==> src/rtl/jtag_dm.sv <==
// Debug-module responder: decodes DMI requests into a small debug register file and
// drives the core's GPR access, halt and PC-reset inputs, one response per request.
//
// state  | meaning
// IDLE   | ready for a DMI request; register side effects land on the handshake edge
// EXEC   | one-cycle abstract GPR access on the jtag_reg_* port
// RESP   | response held valid and stable until the DTM accepts it
module jtag_dm #(
  parameter int DMI_ADDR_W = 6,
  parameter int DATA_W     = 32,
  parameter int REG_ADDR_W = 5,
  parameter int RST_PULSE  = 4
) (
  input  logic                  clk,
  input  logic                  rst,
  input  logic                  dmi_req_valid_i,
  output logic                  dmi_req_ready_o,
  input  logic [1:0]            dmi_req_op_i,
  input  logic [DMI_ADDR_W-1:0] dmi_req_addr_i,
  input  logic [DATA_W-1:0]     dmi_req_data_i,
  output logic                  dmi_resp_valid_o,
  input  logic                  dmi_resp_ready_i,
  output logic [DATA_W-1:0]     dmi_resp_data_o,
  output logic [1:0]            dmi_resp_op_o,
  output logic [REG_ADDR_W-1:0] jtag_reg_addr_o,
  output logic [DATA_W-1:0]     jtag_reg_data_o,
  output logic                  jtag_reg_we_o,
  input  logic [DATA_W-1:0]     jtag_reg_data_i,
  output logic                  jtag_halt_flag_o,
  output logic                  jtag_reset_flag_o
);

  typedef enum logic [1:0] {S_IDLE, S_EXEC, S_RESP} state_t;

  localparam logic [DMI_ADDR_W-1:0] ADDR_DATA0      = DMI_ADDR_W'(6'h04);
  localparam logic [DMI_ADDR_W-1:0] ADDR_DMCONTROL  = DMI_ADDR_W'(6'h10);
  localparam logic [DMI_ADDR_W-1:0] ADDR_DMSTATUS   = DMI_ADDR_W'(6'h11);
  localparam logic [DMI_ADDR_W-1:0] ADDR_ABSTRACTCS = DMI_ADDR_W'(6'h16);
  localparam logic [DMI_ADDR_W-1:0] ADDR_COMMAND    = DMI_ADDR_W'(6'h17);

  localparam int                CNT_W    = $clog2(RST_PULSE + 1);
  localparam logic [CNT_W-1:0]  PULSE_LD = CNT_W'(RST_PULSE);

  state_t                  state, state_nxt;
  logic                    dmactive, haltreq, halted;
  logic [2:0]              cmderr;
  logic [DATA_W-1:0]       data0;
  logic [CNT_W-1:0]        rst_cnt;
  logic                    cmd_write;
  logic [REG_ADDR_W-1:0]   cmd_regno;
  logic [DATA_W-1:0]       resp_data;
  logic [1:0]              resp_op;

  logic req_fire, is_read, is_write;
  logic wr_ctrl, wr_data0, wr_acs, wr_cmd;
  logic cmd_bad, cmd_exec;
  logic [DATA_W-1:0] rd_val;

  assign req_fire = (state == S_IDLE) && dmi_req_valid_i;
  assign is_read  = (dmi_req_op_i == 2'd1);
  assign is_write = (dmi_req_op_i == 2'd2);

  // while dmactive is low only dmcontrol writes take effect
  assign wr_ctrl  = req_fire && is_write && (dmi_req_addr_i == ADDR_DMCONTROL);
  assign wr_data0 = req_fire && is_write && dmactive && (dmi_req_addr_i == ADDR_DATA0);
  assign wr_acs   = req_fire && is_write && dmactive && (dmi_req_addr_i == ADDR_ABSTRACTCS);
  assign wr_cmd   = req_fire && is_write && dmactive && (dmi_req_addr_i == ADDR_COMMAND);

  // only access-register commands to GPRs 0x1000-0x101F are supported
  assign cmd_bad  = (dmi_req_data_i[31:24] != 8'h00) || (dmi_req_data_i[15:5] != 11'h080);
  assign cmd_exec = wr_cmd && (cmderr == 3'd0) && !cmd_bad && halted && dmi_req_data_i[17];

  always_comb begin
    rd_val = '0;
    case (dmi_req_addr_i)
      ADDR_DATA0: rd_val = data0;
      ADDR_DMCONTROL: begin
        rd_val[0]  = dmactive;
        rd_val[31] = haltreq;
      end
      ADDR_DMSTATUS: begin
        rd_val[3:0]   = 4'd2;
        rd_val[7]     = 1'b1;
        rd_val[9:8]   = {2{halted}};
        rd_val[11:10] = {2{~halted}};
      end
      ADDR_ABSTRACTCS: begin
        rd_val[3:0]  = 4'd1;
        rd_val[10:8] = cmderr;
        rd_val[12]   = (state == S_EXEC);
      end
      default: rd_val = '0;
    endcase
  end

  always_ff @(posedge clk or negedge rst) begin
    if (!rst) state <= S_IDLE;
    else      state <= state_nxt;
  end

  always_comb begin
    state_nxt = state;
    case (state)
      S_IDLE: if (req_fire) state_nxt = cmd_exec ? S_EXEC : S_RESP;
      S_EXEC: state_nxt = S_RESP;
      S_RESP: if (dmi_resp_ready_i) state_nxt = S_IDLE;
      default: state_nxt = S_IDLE;
    endcase
  end

  always_comb begin
    dmi_req_ready_o  = 1'b0;
    dmi_resp_valid_o = 1'b0;
    dmi_resp_data_o  = '0;
    dmi_resp_op_o    = 2'd0;
    jtag_reg_addr_o  = '0;
    jtag_reg_data_o  = '0;
    jtag_reg_we_o    = 1'b0;
    case (state)
      S_IDLE: dmi_req_ready_o = 1'b1;
      S_EXEC: begin
        jtag_reg_addr_o = cmd_regno;
        if (cmd_write) begin
          jtag_reg_data_o = data0;
          jtag_reg_we_o   = 1'b1;
        end
      end
      S_RESP: begin
        dmi_resp_valid_o = 1'b1;
        dmi_resp_data_o  = resp_data;
        dmi_resp_op_o    = resp_op;
      end
      default: ;
    endcase
  end

  assign jtag_halt_flag_o  = halted;
  assign jtag_reset_flag_o = (rst_cnt != '0);

  always_ff @(posedge clk or negedge rst) begin
    if (!rst) begin
      dmactive  <= 1'b0;
      haltreq   <= 1'b0;
      halted    <= 1'b0;
      cmderr    <= 3'd0;
      data0     <= '0;
      rst_cnt   <= '0;
      cmd_write <= 1'b0;
      cmd_regno <= '0;
      resp_data <= '0;
      resp_op   <= 2'd0;
    end else begin
      if (rst_cnt != '0) rst_cnt <= rst_cnt - CNT_W'(1);
      if (req_fire) begin
        resp_data <= is_read ? rd_val : '0;
        resp_op   <= (dmi_req_op_i == 2'd3) ? 2'd2 : 2'd0;
      end
      if (wr_ctrl) begin
        dmactive <= dmi_req_data_i[0];
        // a new ndmreset restarts the pulse from its full length
        if (dmi_req_data_i[1]) rst_cnt <= PULSE_LD;
        if (!dmi_req_data_i[0]) begin
          haltreq <= 1'b0;
          halted  <= 1'b0;
          cmderr  <= 3'd0;
          data0   <= '0;
        end else begin
          haltreq <= dmi_req_data_i[31];
          if (dmi_req_data_i[31])      halted <= 1'b1;
          else if (dmi_req_data_i[30]) halted <= 1'b0;
        end
      end
      if (wr_data0) data0 <= dmi_req_data_i;
      if (wr_acs)   cmderr <= cmderr & ~dmi_req_data_i[10:8];
      if (wr_cmd && (cmderr == 3'd0)) begin
        if (cmd_bad)      cmderr <= 3'd2;
        else if (!halted) cmderr <= 3'd4;
      end
      if (cmd_exec) begin
        cmd_write <= dmi_req_data_i[16];
        cmd_regno <= dmi_req_data_i[REG_ADDR_W-1:0];
      end
      if ((state == S_EXEC) && !cmd_write) data0 <= jtag_reg_data_i;
    end
  end

endmodule
==> config.mk <==
export PLATFORM = sky130hd
export DESIGN_NAME = jtag_dm
export DESIGN_NICKNAME = d
export VERILOG_FILES = /design/src/rtl/jtag_dm.sv
export SDC_FILE = /design/constraint.sdc
export NUM_CORES = 1
export LEC_CHECK = 0
export BUFFER_PORTS_ARGS = -buffer_cell sky130_fd_sc_hd__buf_4
export CAP_MARGIN = 10
export CORE_AREA = 2 2 121 123
export DETAILED_ROUTE_END_ITERATION = 16
export DIE_AREA = 0 0 123 125
export GPL_TIMING_DRIVEN = 0
export SYNTH_ARGS = -nofsm -noshare
export SYNTH_HDL_FRONTEND = slang
export SYNTH_SLANG_ARGS = --single-unit
==> constraint.sdc <==
create_clock -name clk -period 2.45 [get_ports clk]
set_input_delay 0.735 -clock clk [delete_from_list [all_inputs] [get_ports clk]]
set_output_delay 0.735 -clock clk [all_outputs]
set_load 0.005 [all_outputs]
Word level (Yosys, flattened, before mapping) --
Cells that the tools add are included.
Word-level totals: bits in registers 83, input port bits 76
Cells by class: add/subtract/negate cells 1, eq/ne operators 15, muxes and demuxes 41, bitwise gates (word level) 3, reductions and logical operators 23
Operators with widths (number):
- $mux W32 | 8
- $mux W3 | 10
- $eq A6 B5 Y1 const B | 4
- $mux W18 | 1
- $logic_and A1 B1 Y1 | 12
- $ne A11 B8 Y1 const B | 1
- $mux W2 | 5
- $pmux W3 S3 | 1
- $mux W1 | 8
- $pmux W1 S2 | 4
- $reduce_bool A8 Y1 | 1
- $eq A2 B2 Y1 const B | 3
- $eq A6 B3 Y1 const B | 1
- $ne A3 B1 Y1 const B | 2
- $pmux W2 S3 | 1
- $pmux W3 S2 | 1
- $reduce_and A2 Y1 | 3
- $reduce_bool A3 Y1 | 2
- $mux W5 | 1
- $eq A2 B1 Y1 const B | 2
- $ne A2 B2 Y1 const B | 2
- $and A3 B3 Y3 | 1
- $logic_not A3 Y1 | 1
- $not A3 Y3 | 1
- 6 further kinds | 7

Longest topological paths before layout --
depth in word-level cells 12, mapped depth 7, depth with buffers taken out 5

Worst setup path before layout --
Ideal clock, no wire load.
kind input-to-reg, start input dmi_req_valid_i, end register dmactive, setup time 125 ps, data arrival time 2199 ps, slack 126 ps, cell stages on the path 6, path buffers 2, cells stage by stage or3b_2 -> clkbuf_1 -> nor3b_1 -> and2_1 -> buf_2 -> mux2_2
Between the ends: word-level cells in the longest chain between the ends 3
RTL lines:
- start, declared | line 16 | input logic dmi_req_valid_i,
- $logic_and A1 B1 Y1 | line 59 | assign req_fire = (state == S_IDLE) && dmi_req_valid_i;
- $logic_and A1 B1 Y1 (2 in series) | line 64 | assign wr_ctrl = req_fire && is_write && (dmi_req_addr_i == ADDR_DMCONTROL);
- end signal, assigned | line 159 | dmactive <= dmi_req_data_i[0];
- end, declared | line 45 | logic dmactive, haltreq, halted;
Every way passes these cells. A chain may end at the register's enable or synchronous reset.

Worst setup path after layout --
start register state[1], end output jtag_reg_data_o[19]
Between the ends: word-level cells in the longest chain between the ends 2
RTL lines:
- start, declared | line 44 | state_t state, state_nxt;
- start signal, assigned | line 98 | else state <= state_nxt;
- $eq A2 B1 Y1 | line 119 | case (state)
- $mux W32 | line 119
- end, declared | line 26 | output logic [DATA_W-1:0] jtag_reg_data_o,
Every way passes these cells.

==> impl_results.md <==
- Core area: 14,200 sq um
- Area taken by multi-input logic gates: 1930 sq um
- Fin crit share: 97.5%
- WP buf/inv: 3
- Non-filler instance count after layout: 729
- Initial antenna violation count: 0
- Clk buf depth: 2
- First-pass GRT wire length: 19.3 mm
- Synth Net Count: 454
- RSZ-0062 raised after global routing: yes
- Crit Path Max Fanout: 10
- Crit-path leading delay family: buffers and inverters
- Arrival time worst endpoint: 1.65 ns
- CP startpoint: state[1]
- Setup crit start kind: register
- Pwr Density: 543 nW/um^2
- Routed Antenna Nets: 0
- DIE HEIGHT: 125 um
- Seq pwr share: 44.5%
- Initial Util: 29.0%
- Hold crit path type: reg -> reg
- Number of max-cap violations: 0
- Hpwl dp: 10.1 mm
- # port buffers: 149
- Min-Delay Startpoint: resp_op[1]
- CTS tree: yes
- Most common cell after layout, fill and taps aside: buf_4
- Worst-margin pin slew: 1.06 ns
- Slew HR: 29.4%
- Crit-path cells: nor2b_4 > clkbuf_8 > clkbuf_4 > and3_1 > buf_4
- Vias in the first global route: 3,599
- R2R Path Start: state[0]
- Main synth FF type: dfrtp_1
- Standby leakage power: 3.27 nW
- Reg2reg path depth: 7
- Fmax: 0.419 GHz
- Clk_skew: 0.00506 ns
- Skew-Pair Late Insertion Delay: 0.34 ns
- Total grt overflow: 0
- Final hold vios: 0
- Via count: 3,671
- Number of filler instances in the final layout: 1,396
- Avg Inst Size Synth: 10.9 sq um
- Final core utilization: 41.2%
- Crit path largest cell delay: 0.45 ns
- CTS root buf: clkbuf_16
- Fraction of layout cells with a size suffix above 1: 38.0%
- Slew Limit Fails: 0
- Fin crit period: 2.39 ns
- Placed Instances: 709
- # H-tree levels: 3
- Register area share after synthesis: 49.8%
- Row Count: 44
- Clock tree sinks: 82
- Hold path depth: 2
- Final wirelength: 13.2 mm
- Final setup fails: 0
- Routed length per instance: 18.0 um
- Largest net degree at the start of global routing: 83
- Cells after synthesis: 376
- WP data required: 1.71 ns
- Clock-pin slew on the worst setup and hold paths: 0.06 ns
- Via density: 5.04
- Post-synth cell types: 44
- Tot Pwr: 0.00318 W
- FF/Latch Area: 2050 sq um
- Antenna diodes: 0
- Initial drt markers: 211
- YS warnings: 0
- Crit. End Element: primary output
- Post-synth ARST share: 100%
- Most frequent cells in the layout: 159 x buf_4, 81 x dfrtp_1, 59 x a22o_1, 40 x and2_1, 33 x a21o_1
- Switching power: 0.000759 W
- Nets@finish: 618
- Internal: 0.00242 W
- Die width: 123 um
- Crit Path Class: reg -> out
- Crit path depth: 5
- Clk pwr share: 43.5%
- Status: complete, no violations
- Peak supply drop: 0.306 mV
- Comb pwr share: 12.0%
- Final RePlAce weighted congestion: 0.809
- DRC violations left: 0
- Drt pass-1 iters: 4
- GRT Util Overall: 16.8%
- Number of buffers created by CTS: 9
- Slowest cell on the critical path: dfrtp_2
- Io pins: 152
- Die ar.: 15,400 sq um
- WHS: 0.464 ns
- Number of flops mapped to enable cells by yosys: 0
- Cell area after synthesis: 4120 sq um
- Switching Share: 23.9%
- Synthesis-stage register bit count: 82
- Area Growth Syn to Fin: 42.2%
==> cell families (layout without fill, tap and decap cells) <==
group           count (synthesis)  after routing  synth area share (%)
buf+inv                        35            204                  4.04
mux                             7              7                  1.92
fa+ha+maj                       2              2                 0.608
simple gates                  131            131                  20.2
compound gates                117            117                  23.0
other cells                     1              1                0.0911
flops                          82             82                  49.8
xor+xnor                        1              1                 0.213
==> final timing paths <==
path,end,slack [ns]
hold reg to reg,resp_op[1],0.46
min in group asynchronous,resp_data[15],0.56
hold / removal,resp_op[1],0.46
setup / recovery,jtag_reg_data_o[19],0.06
setup reg to reg,cmd_regno[4],0.17
max in group asynchronous,state[1],1.11
==> metal layers <==
layer / up-vias / global-route usage (%) / share of wire (%)
li1: 1736 / - / -
met1: 1817 / 21.2 / 42
met2: 108 / 28.4 / 51
met3: 10 / 4.01 / 6.2
met4: 0 / 4.61 / 1.0
met5: - / 0 / 0
==> power by group through the flow <==
stage               Combinational [W]  Clock [W]  Sequential, W
floorplan                    0.000160          0        0.00143
global placement             0.000354          0        0.00143
detailed placement           0.000372          0        0.00143
CTS                          0.000377    0.00141        0.00141
global route                 0.000430    0.00148        0.00142
finish                       0.000380    0.00138        0.00141
==> Yosys cell counts, types with 2 or more instances <==
library cell,n,area share (%)
inv_1,6,0.55
and2_1,40,6.1
nor2b_1,4,0.61
nand3_1,3,0.36
or3b_2,2,0.43
o21ai_0,7,0.85
or4b_1,2,0.49
buf_4,6,1.1
and3_1,32,4.9
dfrtp_1,82,50
a22o_1,59,13
nand2b_1,2,0.30
buf_2,4,0.49
a21oi_1,4,0.49
mux2_2,7,1.9
a22oi_1,2,0.36
clkbuf_1,18,1.6
nor3b_1,2,0.36
nor4_1,6,0.91
nand2_1,11,1.0
ha_1,2,0.61
a221o_1,7,1.7
nor3_1,7,0.85
nor2_1,7,0.64
a21o_1,33,6.0
nor2_4,3,0.82
==> state kept, by name, indices dropped and copies added, names as in the netlist, 2 cells and up <==
| name | cells |
|---|---|
| state | 2 |
| cmd_regno | 5 |
| resp_data | 32 |
| rst_cnt | 3 |
| cmderr | 3 |
| data0 | 32 |
==> through the flow <==
step / area, sq um / setup TNS (ns) / setup WS, ns
floorplan: 4120 / 0 / 0.126
global placement: 5470 / -11.27 / -0.252
detailed placement: 5470 / -13.02 / -0.283
CTS: 5820 / 0 / 0.00147
global route: 5850 / -0.0436 / -0.00911
finish: 5850 / 0 / 0.0620
==> final cells by class <==
class | instances | area share, %
tap | 184 | 3.93
clock inverter | 4 | 0.855
timing repair buffer | 153 | 19.6
multi-input combinational | 259 | 32.9
sequential | 82 | 35.1
inverter | 6 | 0.385
clock buffer | 12 | 4.38
buffer | 29 | 2.82
==> worst register-to-register path: stages, from the launching register on <==
cell and delay [ns]:
dfrtp_1 0.38, buf_4 0.15, buf_4 0.13, nor3b_1 0.33, nand4b_1 0.40, nor2_4 0.27
nand4_4 0.19, mux2_2 0.33
==> timing repair <==
item / in CTS / in global routing
hold buffers: 0 / 0
resized for setup: 11 / 10
hold endpoints to repair: 0 / 0
endpoints found under the setup margin: 68 / 81
setup buffers: 2 / 2
Power figures use the tool's default switching activity.
